--- src/rtl/bus_pkg.sv ---
// Shared types and decode helpers for the 8085-style machine-cycle sequencer.
package bus_pkg;

  typedef enum logic [2:0] {
    OPF  = 3'd0,
    MRD  = 3'd1,
    MWR  = 3'd2,
    IORD = 3'd3,
    IOWR = 3'd4
  } cyc_t;

  typedef enum logic [2:0] {
    StIdle,
    StT1,
    StT2,
    StTw,
    StT3,
    StT4
  } tstate_t;

  // Returns {S1, S0, IOMn}.
  function automatic logic [2:0] status_enc(cyc_t t);
    case (t)
      OPF:     return 3'b110;
      MRD:     return 3'b100;
      MWR:     return 3'b010;
      IORD:    return 3'b101;
      IOWR:    return 3'b011;
      default: return 3'b000;
    endcase
  endfunction

  function automatic logic is_read(cyc_t t);
    return (t == OPF) || (t == MRD) || (t == IORD);
  endfunction

  function automatic logic is_write(cyc_t t);
    return (t == MWR) || (t == IOWR);
  endfunction

  function automatic logic is_valid(logic [2:0] raw);
    return raw <= 3'd4;
  endfunction

endpackage

--- src/rtl/bus_cycle_ctrl_wait_timer.sv ---
// Wait-state counter: cleared in T2, counts TW cycles, flags the last allowed wait.
module bus_cycle_ctrl_wait_timer #(
  parameter int unsigned MAX_WAIT = 15
) (
  input  logic clk,
  input  logic rst,
  input  logic clr_i,
  input  logic inc_i,
  output logic limit_o
);

  localparam int unsigned CntW = $clog2(MAX_WAIT + 1);

  logic [CntW-1:0] cnt_q, cnt_d;

  always_comb begin
    cnt_d = cnt_q;
    if (clr_i) begin
      cnt_d = '0;
    end else if (inc_i) begin
      cnt_d = cnt_q + 1'b1;
    end
  end

  always_ff @(posedge clk) begin
    if (rst) begin
      cnt_q <= '0;
    end else begin
      cnt_q <= cnt_d;
    end
  end

  // Asserted during the TW cycle whose ending edge would make the count reach MAX_WAIT.
  assign limit_o = (cnt_q == CntW'(MAX_WAIT - 1));

endmodule

--- src/rtl/bus_cycle_ctrl.sv ---
// 8085-style T-state bus cycle sequencer. Define WAIT_TIMEOUT_EN to abort wait
// states after MAX_WAIT TW cycles.
module bus_cycle_ctrl
  import bus_pkg::*;
#(
  parameter int unsigned ADDR_W   = 8,
  parameter int unsigned DATA_W   = 8,
  parameter int unsigned MAX_WAIT = 15
) (
  input  logic              clk,
  input  logic              rst,
  input  logic              req,
  input  logic [2:0]        cyc_type,
  input  logic [ADDR_W-1:0] addr,
  input  logic [DATA_W-1:0] wdata,
  output logic              ack,
  output logic              busy,
  output logic              done,
  output logic [DATA_W-1:0] rdata,
  output logic              timeout,
  input  logic              READY,
  output logic              ALE,
  output logic              S0,
  output logic              S1,
  output logic              IOMn,
  output logic              RDn,
  output logic              WRn,
  output logic [ADDR_W-1:0] ADD,
  output logic [DATA_W-1:0] DATA_O,
  output logic              DATA_OE,
  input  logic [DATA_W-1:0] DATA_I
);

  tstate_t           state_q, state_d;
  cyc_t              typ_q, typ_d;
  logic              ale_q, ale_d;
  logic [2:0]        stat_q, stat_d;
  logic              rdn_q, rdn_d;
  logic              wrn_q, wrn_d;
  logic              oe_q, oe_d;
  logic [ADDR_W-1:0] add_q, add_d;
  logic [DATA_W-1:0] dout_q, dout_d;
  logic [DATA_W-1:0] rdata_q, rdata_d;
  logic              done_q, done_d;
  logic              tout_q, tout_d;
  logic              accept, abort, wait_limit, strobe;

`ifdef WAIT_TIMEOUT_EN
  bus_cycle_ctrl_wait_timer #(
    .MAX_WAIT (MAX_WAIT)
  ) u_wait_timer (
    .clk     (clk),
    .rst     (rst),
    .clr_i   (state_q == StT2),
    .inc_i   (state_q == StTw),
    .limit_o (wait_limit)
  );
`else
  logic unused_max_wait;
  assign unused_max_wait = ^MAX_WAIT;
  assign wait_limit      = 1'b0;
`endif

  assign accept = (state_q == StIdle) && req && is_valid(cyc_type);

  always_comb begin
    state_d = state_q;
    typ_d   = typ_q;
    abort   = 1'b0;
    unique case (state_q)
      StIdle: begin
        if (accept) begin
          state_d = StT1;
          typ_d   = cyc_t'(cyc_type);
        end
      end
      StT1: state_d = StT2;
      StT2: state_d = READY ? StT3 : StTw;
      StTw: begin
        if (READY) begin
          state_d = StT3;
        end else if (wait_limit) begin
          state_d = StIdle;
          abort   = 1'b1;
        end
      end
      StT3:    state_d = (typ_q == OPF) ? StT4 : StIdle;
      StT4:    state_d = StIdle;
      default: state_d = StIdle;
    endcase
  end

  // Bus pins are registered from the next state so they change with the T-state edge.
  always_comb begin
    strobe  = (state_d == StT2) || (state_d == StTw) || (state_d == StT3);
    ale_d   = (state_d == StT1);
    stat_d  = (state_d != StIdle) ? status_enc(typ_d) : 3'b000;
    rdn_d   = !(strobe && is_read(typ_d));
    wrn_d   = !(strobe && is_write(typ_d));
    oe_d    = is_write(typ_d) && (strobe || (state_d == StT1));
    add_d   = accept ? addr : add_q;
    dout_d  = (accept && is_write(cyc_t'(cyc_type))) ? wdata : dout_q;
    rdata_d = ((state_q == StT3) && is_read(typ_q)) ? DATA_I : rdata_q;
    done_d  = (state_q != StIdle) && (state_d == StIdle);
    tout_d  = abort;
  end

  always_ff @(posedge clk) begin
    if (rst) begin
      state_q <= StIdle;
      typ_q   <= OPF;
      ale_q   <= 1'b0;
      stat_q  <= 3'b000;
      rdn_q   <= 1'b1;
      wrn_q   <= 1'b1;
      oe_q    <= 1'b0;
      add_q   <= '0;
      dout_q  <= '0;
      rdata_q <= '0;
      done_q  <= 1'b0;
      tout_q  <= 1'b0;
    end else begin
      state_q <= state_d;
      typ_q   <= typ_d;
      ale_q   <= ale_d;
      stat_q  <= stat_d;
      rdn_q   <= rdn_d;
      wrn_q   <= wrn_d;
      oe_q    <= oe_d;
      add_q   <= add_d;
      dout_q  <= dout_d;
      rdata_q <= rdata_d;
      done_q  <= done_d;
      tout_q  <= tout_d;
    end
  end

  assign ack          = accept;
  assign busy         = (state_q != StIdle);
  assign done         = done_q;
  assign timeout      = tout_q;
  assign rdata        = rdata_q;
  assign ALE          = ale_q;
  assign {S1, S0, IOMn} = stat_q;
  assign RDn          = rdn_q;
  assign WRn          = wrn_q;
  assign ADD          = add_q;
  assign DATA_O       = dout_q;
  assign DATA_OE      = oe_q;

endmodule

--- config.mk ---
export PLATFORM = sky130hd
export DESIGN_NAME = bus_cycle_ctrl
export DESIGN_NICKNAME = d
export VERILOG_FILES = /design/src/rtl/bus_pkg.sv /design/src/rtl/bus_cycle_ctrl_wait_timer.sv /design/src/rtl/bus_cycle_ctrl.sv
export SDC_FILE = /design/constraint.sdc
export NUM_CORES = 1
export LEC_CHECK = 0
export ABC_CLOCK_PERIOD_IN_PS = 1740
export CAP_MARGIN = 20
export CORE_MARGIN = 4
export CORE_UTILIZATION = 37
export DETAILED_ROUTE_END_ITERATION = 7
export GPL_TIMING_DRIVEN = 1
export PLACE_DENSITY = 0.77
export SETUP_SLACK_MARGIN = 0.3
export SLEW_MARGIN = 20
export SYNTH_ARGS = -nofsm -noshare
export SYNTH_HDL_FRONTEND = slang
export SYNTH_SLANG_ARGS = --single-unit
export TNS_END_PERCENT = 20
--- constraint.sdc ---
create_clock -name clk -period 1.74 [get_ports clk]
set_input_delay 0.435 -clock clk [delete_from_list [all_inputs] [get_ports clk]]
set_output_delay 0.435 -clock clk [all_outputs]
set_load 0.03 [all_outputs]
# Word level (Yosys, flattened, before mapping)
# Index checks and enable logic that the tools add are counted.
dict set report word_totals {
  output_inout_bits 35
  regBits 38
  inputBits 31
  elab_cells 63
}
dict set report classes {
  bitwise_logic 1
  n_reduce_logical 26
  magnitude_cmp 1
  n_eq_ne 16
  muxes 8
}
# operator count
set op_table {}
lappend op_table {{$pmux 3 s5} 2}
lappend op_table {{$eq 3x2->1 const B} 8}
lappend op_table {{$mux 3} 6}
lappend op_table {{$eq 3x1->1 const B} 4}
lappend op_table {{$eq 3x3->1 const B} 4}
lappend op_table {{$logic_not 3->1} 4}
lappend op_table {{$logic_or 1x1->1} 9}
lappend op_table {{$logic_and 1x1->1} 8}
lappend op_table {{$reduce_bool 3->1} 2}
lappend op_table {{$le 3x3->1 const B} 1}
lappend op_table {{$logic_not 1->1} 2}
lappend op_table {{$reduce_or 2->1} 1}
lappend op_table {{$not 1->1} 1}

# Depth between registers and ports, before layout
dict set report depth {
  word_depth 10
  depth_mapped 7
  depth_no_buf 5
}

# Least setup slack after synthesis
# OpenSTA, ideal clock, no wires.
dict set report synth_path {
  kind {input -> output}
  from {input port req}
  to {output port ack}
  n_path_buf 2
  arrival_ns 1.437
  path_slack_ns -0.132
  required_time_ns 1.305
  cell_stages 5
  cell_sequence {or4b_4 > nand2b_1 > buf_6 > inv_2 > buf_6}
}
dict set report synth_between {
  elab_chain_len 2
}
# element line_no
set synth_rtl {}
lappend synth_rtl {{start: declaration} bus_cycle_ctrl.sv:12} ;# input logic req,
lappend synth_rtl {{$logic_and 1x1->1 (2 in a row)} bus_cycle_ctrl.sv:64} ;# assign accept = (state_q == StIdle) && req && is_valid(cyc_type);
lappend synth_rtl {{end: declaration} bus_cycle_ctrl.sv:16} ;# output logic ack,
# Every way passes these cells.

# Worst setup path in the final report
dict set report layout_path {
  from {register state_q[1]}
  to {output port ack}
}
dict set report layout_between {
  elab_chain_len 3
}
# element line_no
set layout_rtl {}
lappend layout_rtl {{start: declaration} bus_cycle_ctrl.sv:34} ;# tstate_t state_q, state_d;
lappend layout_rtl {{start signal: assignment} bus_cycle_ctrl.sv:110} ;# state_q <= StIdle;
lappend layout_rtl {{start signal: assignment} bus_cycle_ctrl.sv:123} ;# state_q <= state_d;
lappend layout_rtl {{$logic_not 3->1} bus_cycle_ctrl.sv:64}
lappend layout_rtl {{$logic_and 1x1->1 (2 in a row)} bus_cycle_ctrl.sv:64}
# Every way passes these cells.

==> results.md <==
* Sw frac at approximately 29%
* Syn nets at ~190
* Min-Delay Endpoint: ADD[5]$_SDFFE_PP0P_
* CP Class: reg -> out
* Vias in the first global route at between 1,000 and 1,500
* Top FF cell, synth: dfxtp_1
* Final Cycle Share at 110.9%
* Grt total ovfl at 0
* Top cells by area, synth: dfxtp_1, mux2i_1, nand2_1
* # clock sinks at 38
* Most frequent cell after synthesis: dfxtp_1
* Antenna viol nets, final at 0
* CP max FO at 2
* Pin count of the biggest net entering global routing at 33
* Setup crit end kind: output pin
* Reg2reg end: WRn$_SDFF_PP1_
* Sequential fraction of the synthesis area at between 50 and 60%
* # DRC at 0
* Vias per cell at 4.726
* Clock tree buffer depth at 2
* CP Launch Type: register
* Yosys cell types at 37
* Reg clk slew, reported paths at about 70 ps
* RSZ-0062 raised after global routing: true
* Hold Path Origin: ADD[5]$_SDFFE_PP0P_
* Combinational group share of total power at 27.0%
* Final #Nets at around 270
* Worst EP required at around 1300 ps
* Total clock buffers created by CTS at 5
* Skew-Pair Late Insertion Delay at between 200 and 300 ps
* Clk_skew at 3.444 ps
* Post-Syn Instances at between 150 and 200
* Int Power at 1.462 mW
* Period minus WS final at roughly 1900 ps
* Failing checks: negative setup slack
* Post-CTS Hold Buffers at 0
* Share of cells above drive strength 1 at between 30 and 40%
* # port buffers at 64
* Max VDD drop at ~0.56 mV
* Synth top area share at slightly above 50%
* Fin area at around 0.0024 mm²
* Clock Root Buffer: clkbuf_8
* Final Instance Count excl. Fillers at around 290
* Placed Instances at 275
* Layout area overhead at 62.05%
* Cell accounting for the most synthesized area: dfxtp_1
* I/O pins at 66
* ANT cells at 0
* First-pass GRT wire length at 6.072 mm
* R2R setup slack at -100 ps
* Fin worst setup slack at -190.3 ps
* Final GP Congestion at slightly above 0.8
* #FFs+latches synth at 38
* Antenna violations before repair at 0
* FILL cells at 325
* Post-detail-place hpwl at 2.587 mm
* FP Rows at 22
* Router iterations before antenna repair at 4
* Initial core utilization at between 30% and 40%
* Die Width at 71.68 µm
* Slew Limit Fails at 0
* Die area at slightly above 0.005 mm²
* Crit path DAT at ~1500 ps
* Max Cap Violations at 0
* Yosys Warn Count at 0
* Synth cell count leaders: dfxtp_1, nand2_1, nor2_1
* Hold Path Class: reg -> reg
* Cell Area, Synth at around 0.0015 mm²
* Iter 0 DRT Violations at 49
* R2r worst-path depth at 6
* FMAX at 0.5181 GHz
* Psw at 604.0 µW
* Vias post-DR at 1,347
* Pwr dens at roughly 850 mW/mm²
* Die height at between 70 and 80 µm
* Tot GR Track Use at between 10% and 20%
* Setup Slack @ Placement at -526.7 ps
* Async set or reset register ratio after synthesis at 0%
* Htree depth at 2
* Status: finished with violations
* Final Hold Vio Count at 0
* Wirelength per Cell at 13.04 µm
* Hold Path Cell Cnt at 2
* LEAKAGE at roughly 0.96 nW
* Core ar. at 0.003799 mm²
* Clk pwr share at between 20% and 30%
* Worst r2r src: state_q[1]$_SDFF_PP0_
* Flop pwr share at a little under half
* Final setup violation count at 11
* Pwr Total at 2.066 mW
* Post-DP Area at between 0.002 and 0.0025 mm²
* CTS tree: yes
* Synthesized area per cell at between 9 and 10 µm²
* Final WL at ~3.7 mm
* Post-synth EDFFs at 0
[per-layer routing]
layer,part of all wire [%],track usage (%)
met1,43,17.78
met5,0,0
met3,9.0,6.872
met2,46,24.18
met4,1.9,7.516
[kinds of logic (layout without fill, tap and decap cells)]
| group | count (synthesis) | in the layout | synth area share, % |
|---|---|---|---|
| DFF | 38 | 38 | 50.71 |
| buffers and inverters | 13 | 93 | 5.087 |
| AOI/OAI and AO/OA | 23 | 23 | 11.18 |
| xor gates and xnor gates | 2 | 2 | 1.168 |
| and+or+nand+nor | 64 | 64 | 20.94 |
| muxes | 16 | 16 | 10.68 |
| other | 1 | 1 | 0.2500 |
[sequential cells by signal, indices dropped and copies added (netlist names)]
name / flops
ADD: 8
ALE: 1
DATA_O: 8
DATA_OE: 1
RDn: 1
WRn: 1
done: 1
rdata: 8
stat_q: 3
state_q: 3
typ_q: 3
[worst max-delay path, cell delays in order, from the launching register on]
cell      delay, ps
dfxtp_2         330
or4b_4          530
nand2b_4        180
inv_4            60
buf_6           120
[metrics by stage]
stage / TNS [ps] / hold slack (ps) / utilization [%]
2_1_floorplan: -98.93 / 499.3 / -
3_3_place_gp: -10470 / 440.5 / 60.34
3_5_place_dp: -10760 / 448.0 / 60.34
4_1_cts: -406.4 / 457.7 / 64.82
5_1_grt: -1323 / 477.6 / 64.00
6_report: -497.5 / 455.7 / 64.00
[area by class of cell]
class / instances / area (µm²) / share of cell area [%]
Clock buffer: 5 / 68.82 / 2.831
Clock inverter: 2 / 10.01 / 0.4117
Inverter: 2 / 10.01 / 0.4117
Multi-Input combinational cell: 106 / 725.7 / 29.85
Sequential cell: 38 / 763.2 / 31.39
Tap cell: 48 / 60.06 / 2.470
Timing Repair Buffer: 84 / 793.3 / 32.63
[layout by cell type (no fill, tap or decap), types with 4 or more instances in the layout]
| master | n |
|---|---|
| buf_4 | 15 |
| clkdlybuf4s50_1 | 27 |
| nor2_1 | 21 |
| a21oi_1 | 12 |
| clkdlybuf4s15_1 | 5 |
| buf_6 | 4 |
| clkbuf_2 | 12 |
| nand2_1 | 23 |
| clkbuf_8 | 5 |
| mux2i_1 | 16 |
| dfxtp_1 | 36 |
| clkdlybuf4s15_2 | 14 |
[power groups by stage]
stage / combinational (mW) / sequential [mW] / clock [mW]
floorplan: 0.219 / 1.05 / 0
global placement: 0.526 / 0.972 / 0
detailed placement: 0.530 / 0.972 / 0
CTS: 0.559 / 0.953 / 0.577
global route: 0.596 / 0.962 / 0.615
finish: 0.558 / 0.956 / 0.552
[how the worst max path moves through the flow]
stage                          startpoint  depth (start not counted)  slack, ps             end
global route        state_q[1]$_SDFF_PP0_                          4       -240             ack
global placement                      req                          6       -520  WRn$_SDFF_PP1_
detailed placement                    req                          6       -530  WRn$_SDFF_PP1_
floorplan                             req                          5       -100             ack
finish              state_q[1]$_SDFF_PP0_                          4       -190             ack
CTS                 state_q[1]$_SDFF_PP0_                          4       -180             ack
[what timing repair did]
item | 4_1_cts | 5_1_grt
setup buffers | 3 | 0
pin swaps | 6 | 4
endpoints found under the setup margin | 70 | 54
resized for setup | 94 | 24
Note: power is estimated with default switching activity, not from simulation.
